--- src/rtl/vram_port_arbiter.sv ---
// rtl/vram_port_arbiter.sv - VRAM port A arbiter: round-robin core/ICE plus idle-slot screen clear
// Clear engine is built only when VRAM_CLR_FILL_EN is defined.
module vram_port_arbiter #(
  parameter int ADDR_W = 16,
  parameter int DATA_W = 3,
  parameter int RD_LAT = 2
) (
  input  logic              CLK96,
  input  logic              I_RESET,
  input  logic              I_CORE_REQ,
  input  logic              I_CORE_WE,
  input  logic [ADDR_W-1:0] I_CORE_ADDR,
  input  logic [DATA_W-1:0] I_CORE_WDATA,
  output logic              O_CORE_ACK,
  output logic [DATA_W-1:0] O_CORE_RDATA,
  input  logic              I_ICE_REQ,
  input  logic              I_ICE_WE,
  input  logic [ADDR_W-1:0] I_ICE_ADDR,
  input  logic [DATA_W-1:0] I_ICE_WDATA,
  output logic              O_ICE_ACK,
  output logic [DATA_W-1:0] O_ICE_RDATA,
  input  logic              I_CLR_START,
  input  logic [DATA_W-1:0] I_CLR_COLOR,
  output logic              O_CLR_BUSY,
  output logic              O_CLR_DONE,
  output logic [ADDR_W-1:0] O_VRAM_ADDR,
  output logic              O_VRAM_WE,
  output logic [DATA_W-1:0] O_VRAM_DIN,
  input  logic [DATA_W-1:0] I_VRAM_DOUT
);

  typedef enum logic [1:0] {ST_IDLE, ST_ACCESS, ST_RDWAIT, ST_DONE} state_t;
  typedef enum logic [1:0] {OWN_CORE, OWN_ICE, OWN_CLR} owner_t;

  localparam logic [2:0] RD_LAST = 3'(RD_LAT - 1);

  state_t     state;
  owner_t     owner;
  logic       rr_last;  // 1 = ICE won the last tie, so core wins the next one
  logic [2:0] rd_cnt;
  logic       clr_busy;
  logic       clr_done;
  logic       grant_core;
  logic       grant_ice;

  always_comb begin
    grant_core = I_CORE_REQ && (!I_ICE_REQ || rr_last);
    grant_ice  = I_ICE_REQ && !grant_core;
  end

`ifdef VRAM_CLR_FILL_EN
  logic [ADDR_W-1:0] clr_cnt;
  logic [DATA_W-1:0] clr_color;

  always_ff @(posedge CLK96) begin
    if (I_RESET) begin
      clr_busy  <= 1'b0;
      clr_done  <= 1'b0;
      clr_cnt   <= '0;
      clr_color <= '0;
    end else begin
      clr_done <= 1'b0;
      if (!clr_busy && I_CLR_START) begin
        clr_busy  <= 1'b1;
        clr_color <= I_CLR_COLOR;
        clr_cnt   <= '0;
      end else if (state == ST_ACCESS && owner == OWN_CLR) begin
        clr_cnt <= clr_cnt + 1'b1;
        if (&clr_cnt) begin
          clr_busy <= 1'b0;
          clr_done <= 1'b1;
        end
      end
    end
  end
`else
  logic unused_clr;
  assign unused_clr = ^{I_CLR_START, I_CLR_COLOR};
  assign clr_busy   = 1'b0;
  assign clr_done   = 1'b0;
`endif

  assign O_CLR_BUSY = clr_busy;
  assign O_CLR_DONE = clr_done;

  always_ff @(posedge CLK96) begin
    if (I_RESET) begin
      state        <= ST_IDLE;
      owner        <= OWN_CORE;
      rr_last      <= 1'b1;
      rd_cnt       <= '0;
      O_CORE_ACK   <= 1'b0;
      O_ICE_ACK    <= 1'b0;
      O_CORE_RDATA <= '0;
      O_ICE_RDATA  <= '0;
      O_VRAM_ADDR  <= '0;
      O_VRAM_WE    <= 1'b0;
      O_VRAM_DIN   <= '0;
    end else begin
      O_CORE_ACK <= 1'b0;
      O_ICE_ACK  <= 1'b0;
      case (state)
        ST_IDLE: begin
          if (grant_core || grant_ice) begin
            if (I_CORE_REQ && I_ICE_REQ) rr_last <= grant_ice;
            owner       <= grant_core ? OWN_CORE : OWN_ICE;
            O_VRAM_WE   <= grant_core ? I_CORE_WE : I_ICE_WE;
            O_VRAM_ADDR <= grant_core ? I_CORE_ADDR : I_ICE_ADDR;
            O_VRAM_DIN  <= grant_core ? I_CORE_WDATA : I_ICE_WDATA;
            state       <= ST_ACCESS;
          end
`ifdef VRAM_CLR_FILL_EN
          else if (clr_busy) begin
            owner       <= OWN_CLR;
            O_VRAM_WE   <= 1'b1;
            O_VRAM_ADDR <= clr_cnt;
            O_VRAM_DIN  <= clr_color;
            state       <= ST_ACCESS;
          end
`endif
        end
        ST_ACCESS: begin
          O_VRAM_WE <= 1'b0;
          rd_cnt    <= '0;
          if (owner == OWN_CLR) begin
            state <= ST_IDLE;
          end else if (O_VRAM_WE) begin
            O_CORE_ACK <= (owner == OWN_CORE);
            O_ICE_ACK  <= (owner == OWN_ICE);
            state      <= ST_DONE;
          end else begin
            state <= ST_RDWAIT;
          end
        end
        ST_RDWAIT: begin
          if (rd_cnt == RD_LAST) begin
            if (owner == OWN_CORE) O_CORE_RDATA <= I_VRAM_DOUT;
            else                   O_ICE_RDATA  <= I_VRAM_DOUT;
            O_CORE_ACK <= (owner == OWN_CORE);
            O_ICE_ACK  <= (owner == OWN_ICE);
            state      <= ST_DONE;
          end else begin
            rd_cnt <= rd_cnt + 3'd1;
          end
        end
        default: state <= ST_IDLE;
      endcase
    end
  end

endmodule

--- config.mk ---
export PLATFORM = sky130hd
export DESIGN_NAME = vram_port_arbiter
export DESIGN_NICKNAME = d
export VERILOG_FILES = /design/src/rtl/vram_port_arbiter.sv
export SDC_FILE = /design/constraint.sdc
export NUM_CORES = 1
export LEC_CHECK = 0
export CORE_MARGIN = 2
export CORE_UTILIZATION = 29
export DETAILED_ROUTE_END_ITERATION = 8
export PLACE_DENSITY_LB_ADDON = 0.12
export SLEW_MARGIN = 20
export SYNTH_ARGS = -nofsm -noshare
export SYNTH_HDL_FRONTEND = slang
export SYNTH_SLANG_ARGS = --single-unit
--- constraint.sdc ---
create_clock -name CLK96 -period 1.3 [get_ports CLK96]
set_input_delay 0.325 -clock CLK96 [delete_from_list [all_inputs] [get_ports CLK96]]
set_output_delay 0.325 -clock CLK96 [all_outputs]
set_load 0.03 [all_outputs]
; Yosys cells after proc, flatten, opt, wreduce, memory -nomap -nowiden
; Index checks and enable logic that the tools add are counted.
[op_classes]
add_sub_neg = 1
muxes = 21
n_bitwise = 1
n_eq_ne = 8
reduce_logical = 18
[ops]
columns = cell, count
row1 = $mux W16, 1
row2 = $mux W1, 10
row3 = $reduce_and A3 Y1, 3
row4 = $reduce_and A2 Y1, 4
row5 = $mux W2, 3
row6 = $mux W3, 2
row7 = $ne A2 B2 Y1 const B, 3
row8 = $pmux W1 S2, 3
row9 = $pmux W2 S3, 1
row10 = $pmux W3 S2, 1
row11 = $eq A2 B1 Y1 const B, 2
row12 = $eq A2 B2 Y1 const B, 2
row13 = $logic_not A2 Y1, 2
row14 = $reduce_bool A2 Y1, 2
row15 = $add A3 B1 Y3 const B, 1
row16 = $eq A3 B1 Y1 const B, 1
row17 = $logic_and A1 B1 Y1, 3
row18 = $logic_not A1 Y1, 2
row19 = $logic_or A1 B1 Y1, 2
row20 = $not A1 Y1, 1
[word_totals]
word_cells = 60
regBits = 36

; Longest topological paths before layout
[depth]
ltp_word = 8
ltp_mapped = 7
mapped_depth_nobuf = 6

; Least setup slack after synthesis
; OpenSTA, ideal clock, no wires.
[synth_path]
path_type = register to register
start = register state[0]
end = register state[0]
arrival_time_ns = 1.242
period_less_slack_ns = 1.370
stages_incl_launch_ff = 7
setup_ns = 0.128
slack_ns = -0.070
cell_sequence = dfxtp_1 inv_1 ha_1 buf_2 a22oi_1 mux2i_1 nor2_1
[synth_via]
elab_chain_len = 3
[synth_lines]
columns = element, line_no
row1 = "start, declared", 37  ; state_t state;
row2 = "start signal, assigned", 88  ; state <= ST_IDLE;
row3 = "start signal, assigned", 110  ; state <= ST_ACCESS;
row4 = "start signal, assigned", 126  ; state <= ST_IDLE;
row5 = $eq A2 B2 Y1 / $logic_not A2 Y1 (equally long branches), 102  ; case (state)
row6 = $ne A2 B2 Y1 (no source line), -
row7 = $reduce_and A2 Y1 (no source line), -
; Parallel ways exist; a longest one is shown, timed or not.
; A chain may end at the register's enable or synchronous reset.

; Final worst setup path
[layout_path]
start = register state[1]
end = register O_VRAM_ADDR[11]
[layout_via]
elab_chain_len = 2
[layout_lines]
columns = element, line_no
row1 = $logic_not A2 Y1, 102
row2 = $reduce_and A2 Y1 (no source line), -
row3 = "end signal, assigned", 108  ; O_VRAM_ADDR <= grant_core ? I_CORE_ADDR : I_ICE_ADDR;
row4 = "end, declared", 26  ; output logic [ADDR_W-1:0] O_VRAM_ADDR,
; No other way between the ends.

==> run metrics <==
violated checks=negative setup slack; worst r2r src=state[1]$_SDFFE_PP0P_; number of buffers created by CTS=5; global-route wire length before repair=7245 um; detailed-route vias per instance=4.719; Detail Route Antenna Nets=0; routed wire length per instance=13.81 um; Post-Syn Instances=193; critical path endpoint=O_VRAM_ADDR[11]$_SDFFE_PP0P_; overall overflow remaining after global route=0; setup repair after global routing missed its margin=true; start point of the critical path=state[1]$_SDFFE_PP0P_; overall global routing resource usage=14.89%; register bit count reported by yosys=35; number of distinct library cells after synthesis=29; Boundary Pins=81; largest driver fanout on the critical path=6; final hold vios=0; Critical Path End Type=register; initial antenna violation count=0; final clock skew=0.004292 ns; number of buffers inserted by hold repair at cts=0; die width=79.44 um; type of the worst min-delay path=reg2reg; number of remaining DRC errors=0; Std-Cell Core Area=5507 um^2; clock latency reported for the late side of the worst-skew pair=0.29 ns; Max Freq=737.4 MHz; total number of nets in the final design=345; Clock Tree Buf Depth=2; reg-to-reg slack, setup=-0.06 ns; count of H-tree levels built during CTS=2; CTS sink count=35; average footprint of a synthesized cell=8.551 um^2; area occupied by registers=704.4 um^2; DR vias=1699; Detailed Route WL=4971 um; DP Wirelength=3175 um; cell leakage power=1.203 nW; Area contributors post-synth=dfxtp_1, nand2_1, a311oi_1, nor2_1, a311oi_2; synthesized area=1650 um^2; period utilisation layout=104.3%; buffer cell driving the clock tree root=clkbuf_8; endpoints failing setup=15; signed area change from the synthesized netlist to the final layout=74.07%; share of the yosys chip area belonging to registers=42.46%; yosys warns=0; gp weighted congestion=0.7588; fraction of final layout cells with drive strength greater than 1=36.11%; post-route cell area=2873 um^2; Post-DP Area=2489 um^2; number of violations of the max-capacitance limit=0; max-slew violation count=0; Worst VDD drop=0.7615 mV; startpoint types=register; Worst EP arrival=1.56 ns; multi-input logic area=1002 um^2; pin count of the biggest net entering global routing=23; endpoint required time on the critical path=1.50 ns; CTS tree=built; share of the synthesized area in the top cell type=42.46%; final setup margin=-0.05616 ns; via count of the first global-routing pass=1525; initial detailed-routing violation count=65; die area=6310 um^2; R2R Path End=O_VRAM_ADDR[11]$_SDFFE_PP0P_; WHS Path Cells=2; post-synthesis cell type with the largest combined area=dfxtp_1; Setup CP Type=reg2reg; row count=27; number of cells on the worst reg-to-reg path=6; total power=0.005813 W; Die Ht=79.44 um; initial cell density of the core=29.97%; post-layout minimum cycle time=1.356 ns; length of the first detailed-routing pass in iterations=4; post-CTS clock slew at the launch and capture registers of the worst setup and hold paths=0.07 ns; count of buffers from port buffering=74; n_diodes=0; outcome=finished with violations; number of filler cells placed in the layout=531; Power Dens Cells=2024 nW/um^2
-- cells in the final DEF (no fill, tap or decap), types with 3 or more instances in the layout --
master	synthesis	final
a311oi_1	15	6
mux2i_1	6	6
nand2_1	45	44
clkbuf_8	0	6
buf_12	0	3
o21ai_0	5	3
buf_6	2	7
dfxtp_1	35	32
nor2_2	0	3
inv_1	5	3
nand2b_1	3	3
a311oi_2	6	15
dfxtp_2	0	3
clkdlybuf4s50_1	0	44
buf_4	4	43
nor2_1	32	29
-- final cells by class --
cell class              count  area share, %
clock buffers               6          2.875
clock inverters             1         0.1742
well taps                  72          3.136
multi-input cells         140          34.89
inverters                   5         0.6533
repair buffers            101          33.75
flip-flops and latches     35          24.52
-- synthesized netlist by cell type --
library cell,number
nand2_1,45
dfxtp_1,35
nor2_1,32
a311oi_1,15
a311oi_2,6
ha_1,6
mux2i_1,6
buf_2,5
inv_1,5
o21ai_0,5
a21oi_1,4
buf_4,4
clkbuf_1,4
a211oi_1,3
nand2b_1,3
buf_6,2
a22oi_1,1
a2bb2oi_1,1
and2_4,1
and4b_1,1
and4bb_2,1
conb_1,1
nand3_1,1
nand3b_1,1
nand4b_1,1
nor2b_1,1
nor4bb_1,1
o21a_2,1
xor2_1,1
-- worst max-delay path: stages (launching register included) --
cell	delay, ns
dfxtp_2	0.35
inv_2	0.06
ha_4	0.18
o21a_4	0.16
buf_6	0.14
clkbuf_16	0.15
a311oi_2	0.23
-- sequential cells by signal, summed over array words and instances, names as in the netlist --
signal        cells
O_VRAM_DIN        3
O_ICE_ACK         1
O_ICE_RDATA       3
O_VRAM_WE         1
O_VRAM_ADDR      16
O_CORE_ACK        1
rd_cnt            3
rr_last           1
O_CORE_RDATA      3
state             2
owner             1
-- per-stage QoR --
step / setup TNS, ns / util (%) / instances / worst slack (ns) / hold WS (ns)
global placement: -7.742 / 45.19 / 341 / -0.3539 / 0.4717
finish: -0.2331 / 52.17 / 360 / -0.05616 / 0.4820
global route: -2.026 / 52.17 / 360 / -0.1169 / 0.5024
CTS: -0.07692 / 48.69 / 354 / -0.04181 / 0.4833
floorplan: 0 / - / 194 / 0.02314 / 0.4554
detailed placement: -8.227 / 45.19 / 341 / -0.3859 / 0.4708
-- where the power goes --
group / leakage (nW) / internal [W] / switching (W) / total (W)
sequential: 0.289 / 0.00137 / 0.000183 / 0.00155
clock: 0.0470 / 0.000416 / 0.000394 / 0.000810
combinational: 0.867 / 0.00172 / 0.00172 / 0.00345
total: 1.20 / 0.00351 / 0.00230 / 0.00581
-- logic make-up after synthesis --
| group | share of synthesized area (%) |
|---|---|
| compound gates | 19.03 |
| xor+xnor | 0.5308 |
| fa+ha+maj | 4.549 |
| buf+inv | 6.747 |
| flops | 42.46 |
| mux | 3.639 |
| other cells | 0.2272 |
| simple gates | 22.82 |
-- worst min path at each step --
stage	from	to
5_1_grt	O_CORE_RDATA[1]$_SDFFE_PP0P_	O_CORE_RDATA[1]$_SDFFE_PP0P_
3_5_place_dp	O_CORE_RDATA[1]$_SDFFE_PP0P_	O_CORE_RDATA[1]$_SDFFE_PP0P_
2_1_floorplan	rr_last$_SDFFE_PP1P_	rr_last$_SDFFE_PP1P_
4_1_cts	O_CORE_RDATA[1]$_SDFFE_PP0P_	O_CORE_RDATA[1]$_SDFFE_PP0P_
3_3_place_gp	O_CORE_RDATA[1]$_SDFFE_PP0P_	O_CORE_RDATA[1]$_SDFFE_PP0P_
6_report	O_CORE_RDATA[1]$_SDFFE_PP0P_	O_CORE_RDATA[1]$_SDFFE_PP0P_
-- per-layer routing --
layer,vias up,part of all wire [%],GRT usage [%]
li1,856,-,-
met1,790,43,18.35
met2,47,48,23.45
met3,6,7.0,5.995
met4,0,1.3,5.172
met5,-,0,0
-- what timing repair did --
| item | CTS | global route |
|---|---|---|
| pin swaps | 7 | 15 |
| cloned | 1 | 3 |
| resized for setup | 19 | 23 |
| setup endpoints to repair | 33 | 30 |
| setup buffers | 5 | 3 |
No activity file was read; power rests on OpenSTA's default activity.
